### src/rtl/lmmi_seq_pkg.sv
// Shared types and width helpers for the LMMI configuration sequencer.
package lmmi_seq_pkg;

   typedef enum logic [1:0] {
      ST_IDLE    = 2'd0,
      ST_REQ     = 2'd1,
      ST_WAIT_RD = 2'd2,
      ST_RESP    = 2'd3
   } state_e;

   // Channel index width; a single channel still needs one bit.
   function automatic int unsigned ch_w(input int unsigned n_ch);
      return (n_ch > 1) ? $clog2(n_ch) : 1;
   endfunction

   // Timeout counter width, able to hold the value TIMEOUT itself.
   function automatic int unsigned to_w(input int unsigned timeout);
      return (timeout > 0) ? $clog2(timeout + 1) : 1;
   endfunction

endpackage

### src/rtl/lmmi_rr_arbiter.sv
// Round-robin picker: first requesting channel at or after the pointer.
module lmmi_rr_arbiter
   import lmmi_seq_pkg::*;
#(
   parameter int unsigned N_CH = 2,
   localparam int unsigned CH_W = ch_w(N_CH)
) (
   input  logic [N_CH-1:0] req_i,
   input  logic [CH_W-1:0] ptr_i,
   output logic [N_CH-1:0] gnt_c_o,
   output logic [CH_W-1:0] idx_c_o,
   output logic            vld_c_o
);

   logic [2*N_CH-1:0] dbl;
   logic [N_CH-1:0]   rot;
   int unsigned       sel;

   // Rotate so bit 0 is the pointer channel, then take the lowest set bit.
   always_comb begin
      dbl     = {req_i, req_i} >> ptr_i;
      rot     = dbl[N_CH-1:0];
      sel     = 0;
      vld_c_o = 1'b0;
      for (int unsigned i = 0; i < N_CH; i++) begin
         if (!vld_c_o && rot[i]) begin
            sel     = i;
            vld_c_o = 1'b1;
         end
      end
      idx_c_o = CH_W'((32'(ptr_i) + sel) % N_CH);
      gnt_c_o = vld_c_o ? (N_CH'(1) << idx_c_o) : '0;
   end

endmodule

### src/rtl/lmmi_cfg_sequencer.sv
// Multi-channel LMMI master: round-robin command arbitration, one transaction
// in flight, per-transaction timeout and a single response stream.
module lmmi_cfg_sequencer
   import lmmi_seq_pkg::*;
#(
   parameter int unsigned N_CH     = 2,
   parameter int unsigned OFFSET_W = 7,
   parameter int unsigned DATA_W   = 8,
   parameter int unsigned TIMEOUT  = 255,
   localparam int unsigned CH_W    = ch_w(N_CH)
) (
   input  logic                     clk,
   input  logic                     rst_n,
   input  logic [N_CH-1:0]          cmd_valid,
   output logic [N_CH-1:0]          cmd_ready,
   input  logic [N_CH-1:0]          cmd_wr,
   input  logic [N_CH*OFFSET_W-1:0] cmd_offset,
   input  logic [N_CH*DATA_W-1:0]   cmd_wdata,
   output logic                     rsp_valid,
   input  logic                     rsp_ready,
   output logic [CH_W-1:0]          rsp_ch,
   output logic [DATA_W-1:0]        rsp_rdata,
   output logic                     rsp_err,
   output logic [N_CH-1:0]          lmmi_request,
   output logic                     lmmi_wr_rdn,
   output logic [OFFSET_W-1:0]      lmmi_offset,
   output logic [DATA_W-1:0]        lmmi_wdata,
   input  logic [N_CH-1:0]          lmmi_ready,
   input  logic [N_CH*DATA_W-1:0]   lmmi_rdata,
   input  logic [N_CH-1:0]          lmmi_rdata_valid
);

   localparam int unsigned TO_W = to_w(TIMEOUT);

   state_e              state_q, state_d;
   logic [CH_W-1:0]     rr_q, rr_d, ch_q, ch_d;
   logic [N_CH-1:0]     gsel_q, gsel_d, req_q, req_d;
   logic [TO_W-1:0]     to_cnt_q, to_cnt_d;
   logic                wr_q, wr_d;
   logic [OFFSET_W-1:0] off_q, off_d;
   logic [DATA_W-1:0]   wdata_q, wdata_d;
   logic                rsp_valid_q, rsp_valid_d, rsp_err_q, rsp_err_d;
   logic [DATA_W-1:0]   rsp_rdata_q, rsp_rdata_d;

   logic [N_CH-1:0]     gnt_c;
   logic [CH_W-1:0]     gidx_c;
   logic                gvld_c;
   logic                wr_sel, sel_rdy, sel_rvld, to_hit;
   logic [OFFSET_W-1:0] off_sel;
   logic [DATA_W-1:0]   wdata_sel, rdata_sel;

   lmmi_rr_arbiter #(.N_CH(N_CH)) u_arb (
      .req_i   (cmd_valid),
      .ptr_i   (rr_q),
      .gnt_c_o (gnt_c),
      .idx_c_o (gidx_c),
      .vld_c_o (gvld_c)
   );

   // Command mux by fresh grant; response mux by latched grant.
   always_comb begin
      wr_sel    = |(cmd_wr & gnt_c);
      sel_rdy   = |(lmmi_ready & gsel_q);
      sel_rvld  = |(lmmi_rdata_valid & gsel_q);
      off_sel   = '0;
      wdata_sel = '0;
      rdata_sel = '0;
      for (int i = 0; i < N_CH; i++) begin
         if (gnt_c[i]) begin
            off_sel   = cmd_offset[i*OFFSET_W +: OFFSET_W];
            wdata_sel = cmd_wdata[i*DATA_W +: DATA_W];
         end
         if (gsel_q[i]) rdata_sel = lmmi_rdata[i*DATA_W +: DATA_W];
      end
   end

   assign to_hit = (TIMEOUT != 0) && (to_cnt_q == TO_W'(TIMEOUT));

   always_comb begin
      state_d     = state_q;
      rr_d        = rr_q;
      ch_d        = ch_q;
      gsel_d      = gsel_q;
      req_d       = req_q;
      to_cnt_d    = to_cnt_q;
      wr_d        = wr_q;
      off_d       = off_q;
      wdata_d     = wdata_q;
      rsp_valid_d = rsp_valid_q;
      rsp_err_d   = rsp_err_q;
      rsp_rdata_d = rsp_rdata_q;
      cmd_ready   = '0;
      if ((state_q == ST_REQ || state_q == ST_WAIT_RD) && TIMEOUT != 0)
         to_cnt_d = to_cnt_q + TO_W'(1);
      case (state_q)
         ST_IDLE: begin
            if (gvld_c) begin
               cmd_ready = rst_n ? gnt_c : '0;
               rr_d      = (gidx_c == CH_W'(N_CH - 1)) ? '0 : gidx_c + CH_W'(1);
               ch_d      = gidx_c;
               gsel_d    = gnt_c;
               req_d     = gnt_c;
               wr_d      = wr_sel;
               off_d     = off_sel;
               wdata_d   = wdata_sel;
               to_cnt_d  = '0;
               state_d   = ST_REQ;
            end
         end
         ST_REQ: begin
            if (sel_rdy && (wr_q || sel_rvld)) begin
               req_d       = '0;
               rsp_valid_d = 1'b1;
               rsp_err_d   = 1'b0;
               rsp_rdata_d = wr_q ? '0 : rdata_sel;
               state_d     = ST_RESP;
            end else if (sel_rdy) begin
               req_d    = '0;
               to_cnt_d = '0;
               state_d  = ST_WAIT_RD;
            end else if (to_hit) begin
               req_d       = '0;
               rsp_valid_d = 1'b1;
               rsp_err_d   = 1'b1;
               rsp_rdata_d = '0;
               state_d     = ST_RESP;
            end
         end
         ST_WAIT_RD: begin
            if (sel_rvld || to_hit) begin
               rsp_valid_d = 1'b1;
               rsp_err_d   = !sel_rvld;
               rsp_rdata_d = sel_rvld ? rdata_sel : '0;
               state_d     = ST_RESP;
            end
         end
         ST_RESP: begin
            if (rsp_ready) begin
               rsp_valid_d = 1'b0;
               state_d     = ST_IDLE;
            end
         end
         default: state_d = ST_IDLE;
      endcase
   end

   always_ff @(posedge clk or negedge rst_n) begin
      if (!rst_n) begin
         state_q     <= ST_IDLE;
         rr_q        <= '0;
         ch_q        <= '0;
         gsel_q      <= '0;
         req_q       <= '0;
         to_cnt_q    <= '0;
         wr_q        <= 1'b0;
         off_q       <= '0;
         wdata_q     <= '0;
         rsp_valid_q <= 1'b0;
         rsp_err_q   <= 1'b0;
         rsp_rdata_q <= '0;
      end else begin
         state_q     <= state_d;
         rr_q        <= rr_d;
         ch_q        <= ch_d;
         gsel_q      <= gsel_d;
         req_q       <= req_d;
         to_cnt_q    <= to_cnt_d;
         wr_q        <= wr_d;
         off_q       <= off_d;
         wdata_q     <= wdata_d;
         rsp_valid_q <= rsp_valid_d;
         rsp_err_q   <= rsp_err_d;
         rsp_rdata_q <= rsp_rdata_d;
      end
   end

   assign lmmi_request = req_q;
   assign lmmi_wr_rdn  = wr_q;
   assign lmmi_offset  = off_q;
   assign lmmi_wdata   = wdata_q;
   assign rsp_valid    = rsp_valid_q;
   assign rsp_ch       = ch_q;
   assign rsp_rdata    = rsp_rdata_q;
   assign rsp_err      = rsp_err_q;

endmodule
### config.mk
export PLATFORM = sky130hd
export DESIGN_NAME = lmmi_cfg_sequencer
export DESIGN_NICKNAME = d
export VERILOG_FILES = /design/src/rtl/lmmi_seq_pkg.sv /design/src/rtl/lmmi_rr_arbiter.sv /design/src/rtl/lmmi_cfg_sequencer.sv
export SDC_FILE = /design/constraint.sdc
export NUM_CORES = 1
export LEC_CHECK = 0
export CAP_MARGIN = 20
export CORE_ASPECT_RATIO = 1.1
export CORE_UTILIZATION = 43
export CTS_CLUSTER_SIZE = 24
export DETAILED_ROUTE_END_ITERATION = 6
export PLACE_DENSITY = 0.89
export SLEW_MARGIN = 20
export SYNTH_ARGS = -nofsm -noshare
export SYNTH_HDL_FRONTEND = slang
export SYNTH_SLANG_ARGS = --single-unit
### constraint.sdc
create_clock -name clk -period 2.3 [get_ports clk]
set_input_delay 0.46 -clock clk [delete_from_list [all_inputs] [get_ports clk]]
set_output_delay 0.46 -clock clk [all_outputs]
set_load 0.005 [all_outputs]
==> results.ini <==
[status]
status=completed

[grt]
gr-usage-all-layers_pct=21.5
use_met2_pct=38.7
grt_pass1_wl_um=8250
antenna_found_initial=1
grt_pass1_vias=1878
grt_use_met3_pct=6.74
grt_util_met1_pct=24.2
overflow=0
grt_max_degree=43
grt.busiest_layer=met2

[detailed_routing]
routed_wl_um=5130
ant_nets=0
vias=1952
dr.pass1.iters=4
wl_per_cell_um=14.3
drc=0
viasPerCell=5.42
first_iter_violations=105

[layout]
layout_commonest_cell=clkdlybuf4s50_1
layout-drive-gt1-share_pct=8.25
area_growth_syn_to_layout_pct=49.3
final_cell_mix=clkdlybuf4s50_1, dfrtp_1, nand2_1, a22oi_1, o21ai_0
finalNetCount=365

[critical_path]
crit_path_max_incr_delay_ns=0.50
worstPathArrival_ns=1.72
critical_path_class=reg -> out
cp_top_family=buffers and inverters
critPathLaunch=state_q[0]
crit_path_start_kind=register
r2r_start=gsel_q[1]
path_cells=inv_1, ha_1, and3_1, clkdlybuf4s50_1
crit_path_max_fanout=4
cp_slowest_cell=clkdlybuf4s50_1
cp-end-kind=output pin
crit_buf_inv=2
crit_required_ns=1.84

[synth]
post_synth.cell_area_avg_um2=9.96
syn-instance-count=211
synth_nets=273
yosys.area_share.simple_pct=14.1
synthMuxAreaShare_pct=1.55
synth_seq_area_share_pct=50.0
synth_top_area_share_pct=50.0
synth_seq_cells=42
netlist_top_cells_area=dfrtp_1, a22oi_1, nand2_1, o21ai_0, o31ai_1
synth_top_area_cell=dfrtp_1
synth_xor_xnor_area_share_pct=2.92
synth_area_um2=2100
synth_warnings=0
synthAdderAreaFrac_pct=2.98
ys_types=38
synth_top_family_by_area=compound AO/OA/AOI/OAI gates
synth_compound_area_share_pct=25.2

[cts]
postCtsHoldBufs=0
cts_buffers=5
cts_tree=yes
cts.clk_slew.worst_paths_ns=0.07
clockRootBuffer=clkbuf_8
htree_num_levels=2
cts.sinks=42
clock_path_buffers=2
clk_latency_ns=0.29

[power]
p_switching_uw=1300
pwr_density_cell_nw_per_um2=1090
switching_share_pct=38.1
power.share.clock_pct=12.7
p_leak_uw=0.00135
intPower_uw=2120
total_power_uw=3420
seq_power_share_pct=35.3
ir_worst_vdd_v=0.000635
combPwrFrac_pct=52.0

[sta]
rsz0062_at_grt=false
finalSetupViolCount=0
finalCriticalPeriod_ns=2.18
fin_tns_setup_ns=0
finalMaxSlewViolations=0
fin_ws_ns=0.120
period_share_pct=94.8
tightest_slew_ns=0.529
final_hold_viol_count=0
fin_worst_skew_ns=0.00575
fmax_ghz=0.459
relSlewSlack_pct=64.6

[die]
fp.dieW_um=68.7
die_h_um=75.3
design.core.area_um2=4680
die_area_um2=5170
start_util_pct=44.9
rows=26
io_pins=88

[job]
cap_viol_max_count=0

[placement]
place_congestion=0.883
pre_cts_ws_ns=-0.00979
hpwlAfterDp_um=3830
port_buffers=87

[hold_path]
holdCritPathClass=in -> async

kinds of logic (layout without fill, tap and decap cells):
group                      after synthesis  after routing
AOI/OAI and AO/OA                       70             70
xor gates and xnor gates                 7              7
adders and majority gates                5              5
buffers and inverters                   16            108
DFF                                     42             42
muxes                                    3              3
other                                    0              1
and+or+nand+nor                         68             68
per-stage QoR:
stage / std cells / hold WS (ns) / util, % / area, µm²
after CTS: 359 / 0.280 / 66.9 / 3130
after detailed placement: 352 / 0.468 / 65.3 / 3060
after floorplan: 211 / 0.164 / - / 2100
final: 360 / 0.266 / 67.0 / 3140
after global routing: 359 / 0.302 / 67.0 / 3140
after global placement: 352 / 0.459 / 65.3 / 3060
final timing paths:
check                      slack (ns)              to  cells after the start
min reg2reg                      0.48  lmmi_offset[4]                      2
min in group clk                 0.48  lmmi_offset[4]                      2
max in group asynchronous        1.67     to_cnt_q[5]                      2
max reg2reg                      0.52    rsp_rdata[7]                      5
max                              0.12    cmd_ready[0]                      4
min                              0.27  lmmi_offset[4]                      2
sequential cells by signal (all words and copies together), names as in the netlist:
register and count:
rsp_rdata 8, rsp_ch 1, rsp_valid 1, lmmi_wr_rdn 1, rsp_err 1, rr_q 1
state_q 2, to_cnt_q 8, lmmi_wdata 8, lmmi_request 2, gsel_q 2, lmmi_offset 7
timing repair:
item / 4_1_cts / 5_1_grt
hold endpoints to repair: 0 / 0
setup endpoints to repair: 1 / 1
setup buffers: 0 / 0
resized for setup: 1 / 1
power groups by stage:
| stage | Clock, µW | Combinational, µW | Sequential [µW] |
|---|---|---|---|
| 2_1_floorplan | 0 | 1050 | 1190 |
| 3_3_place_gp | 0 | 1730 | 1210 |
| 3_5_place_dp | 0 | 1780 | 1220 |
| 4_1_cts | 448 | 1800 | 1210 |
| 5_1_grt | 479 | 1980 | 1250 |
| 6_report | 434 | 1780 | 1210 |
per-layer routing:
metal / wire (µm) / part of all wire (%) / vias to the layer above
met5: 0 / 0 / -
met1: 2050 / 40 / 920
met2: 2580 / 50 / 81
li1: - / - / 945
met4: 43 / 0.84 / 0
met3: 464 / 9.0 / 6
synthesized netlist by cell type:
cell type  count
a21o_1         2
buf_6          1
buf_2          1
xor2_1         4
nand3_1        4
a21oi_1        3
a21boi_1       1
nand4_1        4
and3_1         3
a22oi_1       24
a22oi_4        1
a21boi_2       2
a211oi_1       1
a221oi_1       1
ha_1           5
nor2b_1        1
inv_1          5
mux2_1         2
clkbuf_1       8
o22ai_1        1
a21oi_2        1
a22o_1         1
o21ai_0       19
nor4_1         1
nor2_4         1
o221ai_2       1
o21bai_2       1
o221ai_4       1
dfrtp_1       42
nor3_1         1
xnor2_1        3
nand2b_1       2
mux2i_1        1
a22oi_2        1
nand2_1       39
buf_1          1
o31ai_1        9
nor2_1        12
worst register-to-register path: cells and delay by family (launching register included):
kind                   cells  cell delay (ns)
AOI/OAI and AO/OA          4             0.86
buffers and inverters      1             0.21
DFF                        1             0.61
final cells by class:
cell class                 count  area (µm²)
fill                         391        1550
sequential                    42        1050
multi-input combinational    153         986
timing repair buffer          96         935
clock buffer                   7        76.3
tap                           56        70.1
inverter                       5        18.8
antenna                        1        2.50
No activity file was read; power rests on OpenSTA's default activity.
